**config.mk**
```make
export PLATFORM = sky130hd
export DESIGN_NAME = inst_fetch_unit
export DESIGN_NICKNAME = d
export VERILOG_FILES = /design/src/rtl/fetch_pkg.sv /design/src/rtl/inst_fetch_unit.sv
export SDC_FILE = /design/constraint.sdc
export NUM_CORES = 1
export LEC_CHECK = 0
export CORE_MARGIN = 5
export CORE_UTILIZATION = 45
export DETAILED_ROUTE_END_ITERATION = 8
export PLACE_DENSITY = 0.76
export SETUP_SLACK_MARGIN = 0.02
export SYNTH_ARGS = -nofsm -noshare
export SYNTH_HDL_FRONTEND = slang
export SYNTH_SLANG_ARGS = --single-unit
```
**constraint.sdc**
```tcl
create_clock -name Clk -period 8.05 [get_ports Clk]
set_clock_uncertainty 0.1 [all_clocks]
set_input_delay 1.61 -clock Clk [delete_from_list [all_inputs] [get_ports Clk]]
set_output_delay 1.61 -clock Clk [all_outputs]
set_load 0.01 [all_outputs]
```
**src/rtl/fetch_pkg.sv**
```systemverilog
// fetch_pkg: shared types and defaults for the instruction fetch stage.
//   fetch_state_e  - fetch FSM states (idle / waiting on ROM / word buffered)
//   DefaultAddrW   - default PC / ROM address width
//   DefaultDataW   - default instruction word width
//   DefaultResetPc - default PC value after reset
package fetch_pkg;

  typedef enum logic [1:0] {
    StIdle  = 2'd0,
    StWait  = 2'd1,
    StReady = 2'd2
  } fetch_state_e;

  localparam int unsigned DefaultAddrW   = 16;
  localparam int unsigned DefaultDataW   = 16;
  localparam int unsigned DefaultResetPc = 0;

endpackage

```
**src/rtl/inst_fetch_unit.sv**
```systemverilog
// inst_fetch_unit: instruction fetch stage sequenced by clock-controller phase strobes.
//   Clk, rst                 - clock, asynchronous active-high reset
//   instRead/Fetch/Execute   - phase strobes from the clock controller
//   branchTaken/Target       - PC redirect, sampled with instExecute
//   romAddr/romReq           - registered request to instruction ROM (held until accepted)
//   romData/romValid         - ROM response
//   stall                    - holds the controller counter while fetch waits on the ROM
//   instWord/instValid/pcOut - latched instruction and its PC for decode
module inst_fetch_unit
  import fetch_pkg::*;
#(
  parameter int unsigned          ADDR_W   = DefaultAddrW,
  parameter int unsigned          DATA_W   = DefaultDataW,
  parameter logic [ADDR_W-1:0]    RESET_PC = ADDR_W'(DefaultResetPc)
) (
  input  logic              Clk,
  input  logic              rst,
  input  logic              instRead,
  input  logic              instFetch,
  input  logic              instExecute,
  input  logic              branchTaken,
  input  logic [ADDR_W-1:0] branchTarget,
  output logic [ADDR_W-1:0] romAddr,
  output logic              romReq,
  input  logic [DATA_W-1:0] romData,
  input  logic              romValid,
  output logic              stall,
  output logic [DATA_W-1:0] instWord,
  output logic              instValid,
  output logic [ADDR_W-1:0] pcOut
);

  fetch_state_e      state_q, state_d;
  logic              read_q, read_d;
  logic [ADDR_W-1:0] pc_q, pc_d;
  logic [ADDR_W-1:0] rom_addr_q, rom_addr_d;
  logic              rom_req_q, rom_req_d;
  logic [DATA_W-1:0] data_buf_q, data_buf_d;
  logic [DATA_W-1:0] inst_word_q, inst_word_d;
  logic              inst_valid_q, inst_valid_d;
  logic [ADDR_W-1:0] pc_out_q, pc_out_d;

  // State register
  always_ff @(posedge Clk or posedge rst) begin
    if (rst) begin
      state_q      <= StIdle;
      read_q       <= 1'b0;
      pc_q         <= RESET_PC;
      rom_addr_q   <= RESET_PC;
      rom_req_q    <= 1'b0;
      data_buf_q   <= '0;
      inst_word_q  <= '0;
      inst_valid_q <= 1'b0;
      pc_out_q     <= RESET_PC;
    end else begin
      state_q      <= state_d;
      read_q       <= read_d;
      pc_q         <= pc_d;
      rom_addr_q   <= rom_addr_d;
      rom_req_q    <= rom_req_d;
      data_buf_q   <= data_buf_d;
      inst_word_q  <= inst_word_d;
      inst_valid_q <= inst_valid_d;
      pc_out_q     <= pc_out_d;
    end
  end

  // Next-state and datapath
  always_comb begin
    state_d      = state_q;
    read_d       = instRead;
    pc_d         = pc_q;
    rom_addr_d   = rom_addr_q;
    rom_req_d    = rom_req_q;
    data_buf_d   = data_buf_q;
    inst_word_d  = inst_word_q;
    inst_valid_d = inst_valid_q;
    pc_out_d     = pc_out_q;

    unique case (state_q)
      StIdle: begin
        // read_q resets to 0, so a read phase already high out of reset still starts a fetch
        if (instRead && !read_q) begin
          rom_addr_d = pc_q;
          rom_req_d  = 1'b1;
          state_d    = StWait;
        end
      end
      StWait: begin
        if (rom_req_q && romValid) begin
          rom_req_d  = 1'b0;
          data_buf_d = romData;
          if (instFetch) begin
            // Data and fetch coincide: bypass the buffer
            inst_word_d  = romData;
            pc_out_d     = pc_q;
            inst_valid_d = 1'b1;
            state_d      = StIdle;
          end else begin
            state_d = StReady;
          end
        end
      end
      StReady: begin
        if (instFetch) begin
          inst_word_d  = data_buf_q;
          pc_out_d     = pc_q;
          inst_valid_d = 1'b1;
          state_d      = StIdle;
        end
      end
      default: state_d = StIdle;
    endcase

    // Execute updates the PC in any state; a request in flight is left to complete
    if (instExecute) begin
      if (branchTaken) begin
        pc_d         = branchTarget;
        inst_valid_d = 1'b0;
      end else begin
        pc_d = pc_q + ADDR_W'(1);
      end
    end
  end

  // Outputs
  always_comb begin
    stall     = instFetch && !((state_q == StReady) || ((state_q == StWait) && romValid));
    romAddr   = rom_addr_q;
    romReq    = rom_req_q;
    instWord  = inst_word_q;
    instValid = inst_valid_q;
    pcOut     = pc_out_q;
  end

endmodule

```
After elaboration in Yosys (flattened, before gate mapping)
Cells that the tools add are included.
{ "op_classes": {"eq_ne": 6, "bitwise_logic": 0, "div_mod_pow": 0, "n_reduce_logical": 16, "multipliers": 0, "add_sub_neg": 1, "mux": 21, "shifts": 0, "magnitude_cmp": 0} }
{ "op_table": {"columns": ["operator", "count"], "rows": [
  ["$mux 16", 6],
  ["$pmux 16 s2", 2],
  ["$add 16x1->16 const B", 1],
  ["$mux 2", 4],
  ["$ne 2x2->1 const B", 4],
  ["$mux 1", 6],
  ["$pmux 2 s3", 1],
  ["$reduce_and 2->1", 3],
  ["$reduce_and 3->1", 2],
  ["$logic_and 1x1->1", 4],
  ["$pmux 1 s2", 2],
  ["$reduce_and 4->1", 1],
  ["$reduce_bool 2->1", 2],
  ["$eq 2x1->1 const B", 1],
  ["$eq 2x2->1 const B", 1],
  ["$logic_not 1->1", 2],
  ["$logic_not 2->1", 1],
  ["$logic_or 1x1->1", 1]
]} }
{ "totals": {"inputBits": 39, "mem_count": 0, "reg_bits": 85, "ram_bits": 0, "latch_bits": 0, "romBits": 0, "out_inout_bits": 51, "word_cells": 53} }

Depth between registers and ports, before layout
Gate-level depths: netlist (run 1).
{ "logic_depth": {"word_depth": 5, "depth_mapped": 7} }

Worst setup path before layout (run 1)
Ideal clock, no wire load.
{ "synth_timing": {"path_kind": "input-to-output", "from": "in instFetch", "to": "out stall", "t_arrival_ps": 1987, "setup_slack_ps": 4353, "cell_stages": 2, "path_buffers": 0, "path_cell_list": "inv_1 > a211oi_1"} }
{ "synth_between": {"elab_chain_cells": 1} }
{ "synth_lines": {"columns": ["element", "line", "rtl"], "rows": [
  ["start, declared", "inst_fetch_unit.sv:19", "input logic instFetch,"],
  ["$logic_and 1x1->1", "inst_fetch_unit.sv:128", "stall = instFetch && !((state_q == StReady) || ((state_q == StWait) && romValid));"],
  ["end, declared", "inst_fetch_unit.sv:27", "output logic stall,"]
]} }
No other way between the ends.

Worst setup path in the final report (run 1)
Ends and elaborated chain as after synthesis.

==> reports/metrics.csv, run 1 <==
metric,value,unit
dp_slack,3.21,ns
die_w,103,um
insertion_delay,0.35,ns
vias_per_cell,5.48,
worstHoldPathType,register to register,
power_density,335,nW/um^2
ys.flop_type,dfrtp_1,
path_clk_slew,0.08,ns
slew_headroom,0.208,
io_pins,90,
arrival,3.14,ns
syn_inst,330,
antenna_cells,0,
die_y,103,um
synth-edff-count,0,
maxCapViolCount,0,
crit_start,instFetch,
timing.final.crit_period,4.85,ns
cts_buffers,9,
p_switching,0.538,mW
syn_to_final_growth,29.6,%
syn_nets,373,
worstMarginPinSlew,1.19,ns
p_clk_frac,0.186,
place_hpwl,6020,um
finalHoldViolCount,0,
fin_util,0.607,
required,6.34,ns
p_leak,2.05,nW
grt_pass1_vias,2904,
crit_top_cell,clkdlybuf4s50_1,
period_share,0.602,
final_cell_mix,"clkdlybuf4s50_1 (89), dfrtp_1 (85), mux2_2 (35), nand2_1 (31), mux2i_1 (18)",
run_status,finished clean,
cts_setup_buffers,0,
htree_levels,3,
antenna_found_initial,0,
ys_warn_count,0,
seq_area_frac_synth,0.548,
critPathMaxFanout,4,
mostFrequentLayoutCell,clkdlybuf4s50_1,
cts.sinks,85,
grt_pass1_wl,14600,um
avgSynthCellArea,11.8,um^2
die-area,10600,um^2
layout.nets,455,
p_int,1.15,mW
vdd_drop_max,0.162,mV
drive_above_1_share,0.161,
cts-resized-gates,0,
syn-cell-area,3880,um^2
design_area,5030,um^2
ant_nets,0,
port_buffers,89,
core,8300,um^2
crit_path_end_kind,primary output,
power_frac_seq,0.421,
rsz0062_at_grt,false,
hp-start,pcOut[6],
place.gp.congestion,0.801,
setup_tns,0,ns
async_reset_ff_frac,1.00,
grt_max_degree,86,
grtUsageTotal,0.174,
swShare,0.319,
worst_slack,3.20,ns
drt_iter0_drc,53,
finalMaxSlewViolations,0,
vias,2862,
ys_seq_elements,85,
slowest_delay,0.62,ns
pwr-share-comb,0.393,
synth_area_leaders,"dfrtp_1 (55%), mux2_2 (10%), mux2i_1 (4.6%)",
power.total,1.69,mW
cts_tree,yes,
grt-ovfl-total,0,
fmax,206,MHz
drt_pass1_iterations,4,
root_buffer,clkbuf_8,
initial_utilization,0.468,
cts_hold_buf,0,
wl,8740,um
setup_viol,0,
place_area,4820,um^2
synth_cell_type_count,54,
wl_per_cell,16.7,um
synth_top_area_share,0.548,
clock_path_buffers,2,
route.detailed.drc,0,
critPathKind,input port to primary output,
cp-start-kind,input port,
crit_chain,clkdlybuf4s50_1 -> inv_1 -> a211oi_1 -> clkdlybuf4s50_1,
synth_top_area_cell,dfrtp_1,
rows,33,
slowest_stage,clkdlybuf4s50_1,
r2r_start,state_q[0],
## kinds of logic after synthesis
logic type	synth area share
buffers and inverters	0.0338
AND/OR/NAND/NOR	0.103
adder cells (fa/ha/maj)	0.0129
AO/OA/AOI/OAI	0.125
flip-flops	0.548
multiplexers	0.177
## cells in the mapped netlist (all sizes together), types with 2 or more instances
cell type,count
ha,4
mux2i,18
dfrtp,85
o31ai,6
a21oi,15
clkbuf,10
and2,2
mux2,45
nor3,3
o21ai,31
nor4,3
and3,2
a311oi,3
nand3,8
nand4,2
buf,9
nor2,12
nor2b,3
a211oi,3
nand2b,4
nand2,31
o22ai,2
inv,11
## per-layer routing
layer  wire length, um  global-route usage  part of all wire
met5                 0                   0                 0
met4                98              0.0448             0.011
met3               725              0.0568             0.083
met2              4160               0.281              0.48
met1              3750               0.228              0.43
## power by group through the flow
stage	clock, mW	sequential (mW)	combinational (mW)
after floorplan	0	0.752	0.301
after global placement	0	0.709	0.655
after detailed placement	0	0.720	0.673
after CTS	0.323	0.711	0.675
after global routing	0.340	0.735	0.723
final	0.313	0.710	0.662
## metrics by stage
| stage | hold slack, ns | cells |
|---|---|---|
| after global placement | 0.365 | 506 |
| after floorplan | 0.379 | 330 |
| final | 0.388 | 522 |
| after detailed placement | 0.374 | 506 |
| after CTS | 0.393 | 522 |
| after global routing | 0.412 | 522 |
## worst max-delay path: cells and delay by family
| family | cells | cell delay [ns] |
|---|---|---|
| AO/OA/AOI/OAI | 1 | 0.31 |
| buffers and inverters | 3 | 1.22 |
## cell type report
cell class              instances  area, um^2
clock buffers                  11         151
clock inverters                 5        58.8
fillers                       687        3260
inverters                      11        42.5
multi-input cells             215        1630
flip-flops and latches         85        2130
well taps                     105         131
repair buffers                 90         898
## final timing paths
check,end,slack [ns],depth (start not counted)
worst max-delay path,stall,3.20,4
worst min-delay path,pcOut[6],0.39,1
worst max register to register,instWord[5],5.40,6
worst min register to register,pcOut[6],0.39,1
max in group asynchronous,instWord[1],5.34,3
min in group asynchronous,data_buf_q[11],1.80,3
## sequential cells by signal, indices dropped and copies added (netlist names)
signal      cells
read_q          1
romReq          1
pcOut          16
instValid       1
state_q         2
data_buf_q     16
pc_q           16
romAddr        16
instWord       16
(Power assumes the default switching activity.)
==> inputs of run 2 (changes only) <==
clock period = 4.8 ns   (was 8.05 ns; I/O delays follow)
==> reports/metrics.csv, run 2 (synthesis gave the netlist of run 1 again) <==
metric,value,unit
antenna_found_initial,0,
slew_headroom,0.342,
seqCellArea,2130,um^2
worstMarginPinSlew,0.984,ns
r2r_end,instWord[15],
design_area,5070,um^2
insertion_delay,0.35,ns
path_clk_slew,0.08,ns
finalHoldViolCount,0,
htree_levels,3,
critPathMaxFanout,6,
route.detailed.drc,0,
crit_path_end_kind,primary output,
worstHoldPathType,register to register,
root_buffer,clkbuf_8,
power.total,2.87,mW
whs_path_depth,2,
ff2ff_setup_slack,2.45,ns
period_share,0.723,
run_status,finished clean,
drt_pass1_iterations,5,
vdd_drop_max,0.339,mV
fin_cells,524,
grt_pass1_wl,14100,um
rsz0062_at_grt,false,
cts_hold_buf,0,
critPathKind,input port to primary output,
fin_util,0.611,
cts_buffers,9,
rows,33,
grt-ovfl-total,0,
io_pins,90,
finalMaxSlewViolations,0,
wl,8530,um
crit_top_cell,clkdlybuf4s50_1,
slowest_stage,clkdlybuf4s50_1,
grt_max_degree,37,
drt_iter0_drc,50,
die_y,103,um
fmax,288,MHz
hold_path_end,instWord[9],
timing.final.crit_period,3.47,ns
power_density,566,nW/um^2
die_w,103,um
syn_to_final_growth,30.6,%
p_leak,2.07,nW
drive_above_1_share,0.165,
mostFrequentLayoutCell,clkdlybuf4s50_1,
vias_per_cell,5.45,
required,3.74,ns
arrival,2.41,ns
wl_per_cell,16.3,um
clock_path_buffers,2,
cts.sinks,85,
placed_cells,508,
place_hpwl,6060,um
multi_input_area,1630,um^2
die-area,10600,um^2
cp-start-kind,input port,
initial_utilization,0.468,
hp-start,instWord[9],
place_area,4840,um^2
maxCapViolCount,0,
layout.nets,457,
place.gp.congestion,0.813,
vias,2854,
port_buffers,89,
grtUsageTotal,0.169,
reg2reg_depth,6,
setup_viol,0,
grt_pass1_vias,2873,
cts_setup_buffers,0,
setup_tns,0,ns
core,8300,um^2
final_cell_mix,"clkdlybuf4s50_1 (89), dfrtp_1 (85), mux2_2 (35), nand2_1 (31), mux2i_1 (18)",
nFillCells,692,
cts_tree,yes,
slowest_delay,0.60,ns
cts-resized-gates,0,
ant_nets,0,
crit_chain,clkdlybuf4s50_1 -> a211oi_1 -> clkdlybuf4s50_1,
r2r_start,state_q[1],
antenna_cells,0,
-- run 2: changes by cell type in the layout (fill, tap and decap cells not counted), sizes merged --
cell | previous run | this run
clkinv | 3 | 1
buf | 1 | 3
bufinv | 1 | 2
clkinvlp | 2 | 3
-- run 2: power breakdown --
group	leakage (nW)	switching [mW]	internal (mW)	total, mW
Combinational	0.935	0.460	0.646	1.11
Sequential	1.03	0.181	1.01	1.19
Clock	0.108	0.253	0.321	0.574
Total	2.07	0.893	1.98	2.87
-- run 2: worst max-delay path by stage --
stage,startpoint,end,slack [ns],cells past startpoint
floorplan,rst,data_buf_q[0],1.55,1
global placement,romValid,stall,1.31,3
detailed placement,romValid,stall,1.31,3
CTS,romValid,stall,1.31,3
global route,instFetch,stall,1.23,4
finish,romValid,stall,1.33,3
-- run 2: metrics by stage --
stage | hold WS [ns] | setup WS [ns]
2_1_floorplan | 0.379 | 1.55
3_3_place_gp | 0.366 | 1.31
3_5_place_dp | 0.374 | 1.31
4_1_cts | 0.393 | 1.31
5_1_grt | 0.415 | 1.23
6_report | 0.389 | 1.33
-- run 2: critical path: cells and delay by family --
kind	cells	cell delay [ns]
buffers and inverters	2	1.13
AO/OA/AOI/OAI	1	0.32
-- run 2: cell type report --
cell class | count | area share
Inverter | 11 | 0.00838
Sequential cell | 85 | 0.419
Multi-Input combinational cell | 215 | 0.320
Timing Repair Buffer | 92 | 0.180
Tap cell | 105 | 0.0259
Clock buffer | 11 | 0.0298
Clock inverter | 5 | 0.0163
-- run 2: metal layers --
layer,vias up,global-route usage,wire (um)
li1,1360,-,-
met1,1390,0.226,3880
met2,93,0.272,4010
met3,11,0.0372,513
met4,0,0.0608,123
met5,-,0,0
==> inputs of run 3 (changes only) <==
clock period = 3.3 ns   (was 4.8 ns; I/O delays follow)
==> reports/metrics.csv, run 3 (synthesis gave the netlist of run 1 again) <==
metric,value,unit
run_status,finished clean,
hold_path_end,instWord[10],
p_leak,2.07,nW
finalMaxSlewViolations,0,
cts_hold_buf,0,
final_cell_mix,"clkdlybuf4s50_1 (89), dfrtp_1 (85), mux2_2 (35), nand2_1 (31), mux2i_1 (18)",
grtUsageTotal,0.176,
grt-ovfl-total,0,
setup_tns,0,ns
grt_max_degree,49,
cts.sinks,85,
place.gp.congestion,0.811,
arrival,2.08,ns
path_clk_slew,0.08,ns
rsz0062_at_grt,false,
finalHoldViolCount,0,
whs_path_depth,2,
mostFrequentLayoutCell,clkdlybuf4s50_1,
die-area,10600,um^2
setup_viol,0,
htree_levels,3,
vias,2819,
slew_headroom,0.555,
wl_per_cell,16.5,um
io_pins,90,
clock_path_buffers,2,
cts_tree,yes,
wl,8690,um
timing.final.crit_period,2.84,ns
fmax,352,MHz
syn_to_final_growth,30.9,%
power_frac_seq,0.423,
core,8300,um^2
placed_cells,512,
ff2ff_setup_slack,1.31,ns
insertion_delay,0.35,ns
layout.nets,461,
die_y,103,um
grt_pass1_wl,14700,um
required,2.54,ns
root_buffer,clkbuf_8,
vias_per_cell,5.34,
antenna_found_initial,0,
route.detailed.drc,0,
maxCapViolCount,0,
hp-start,instWord[10],
r2r_end,pcOut[15],
p_switching,1.31,mW
drive_above_1_share,0.170,
power_density,806,nW/um^2
vdd_drop_max,0.407,mV
holdWs,0.387,ns
cts-resized-gates,0,
p_int,2.79,mW
crit_path_end_kind,primary output,
drt_iter0_drc,51,
period_share,0.862,
worstHoldPathType,register to register,
drt_pass1_iterations,4,
reg2reg_depth,6,
ant_nets,0,
p_clk_frac,0.181,
critPathMaxFanout,6,
place_hpwl,6250,um
r2r_start,state_q[1],
rows,33,
pwr-share-comb,0.396,
cts_buffers,9,
grt_pass1_vias,2987,
cp-start-kind,input port,
swShare,0.319,
initial_utilization,0.468,
worstMarginPinSlew,0.667,ns
nFillCells,678,
antenna_cells,0,
crit_start,romValid,
die_w,103,um
critPathKind,input port to primary output,
fin_cells,528,
cts_setup_buffers,0,
port_buffers,89,
==> run 3: cell type report <==
class                   count  area [um^2]  area share
clock buffers              11          141      0.0278
clock inverters             5         60.1      0.0118
inverters                  11         42.5     0.00837
multi-input cells         215         1630       0.320
flip-flops and latches     85         2130       0.418
well taps                 105          131      0.0258
repair buffers             96          956       0.188
==> run 3: per-stage QoR <==
stage	utilization	cell area, um^2	setup WS, ns	power [mW]
4_1_cts	0.613	5080	0.436	4.15
3_5_place_dp	0.588	4880	0.436	3.41
3_3_place_gp	0.588	4880	0.464	3.34
5_1_grt	0.613	5080	0.392	4.37
2_1_floorplan	-	3880	0.347	2.57
6_report	0.613	5080	0.457	4.10
==> run 3: critical path, cell delays in order <==
cell	delay [ns]
clkdlybuf4s50_1	0.53
a211oi_1	0.29
clkdlybuf4s50_1	0.61
==> run 3: worst max path at each step <==
stage	end	slack, ns
after global placement	stall	0.46
after CTS	stall	0.44
after global routing	stall	0.39
after detailed placement	stall	0.44
final	stall	0.46
after floorplan	data_buf_q[0]	0.35
==> run 3: routing by layer <==
metal	track usage	part of all wire	vias up
li1	-	-	1359
met5	0	0	-
met4	0.0578	0.0083	0
met1	0.230	0.44	1368
met3	0.0359	0.060	7
met2	0.294	0.49	85
==> run 3: power groups by stage <==
stage	sequential (mW)	combinational [mW]	clock, mW
6_report	1.73	1.62	0.742
4_1_cts	1.74	1.66	0.757
2_1_floorplan	1.83	0.735	0
3_5_place_dp	1.76	1.65	0
5_1_grt	1.79	1.77	0.813
3_3_place_gp	1.73	1.61	0
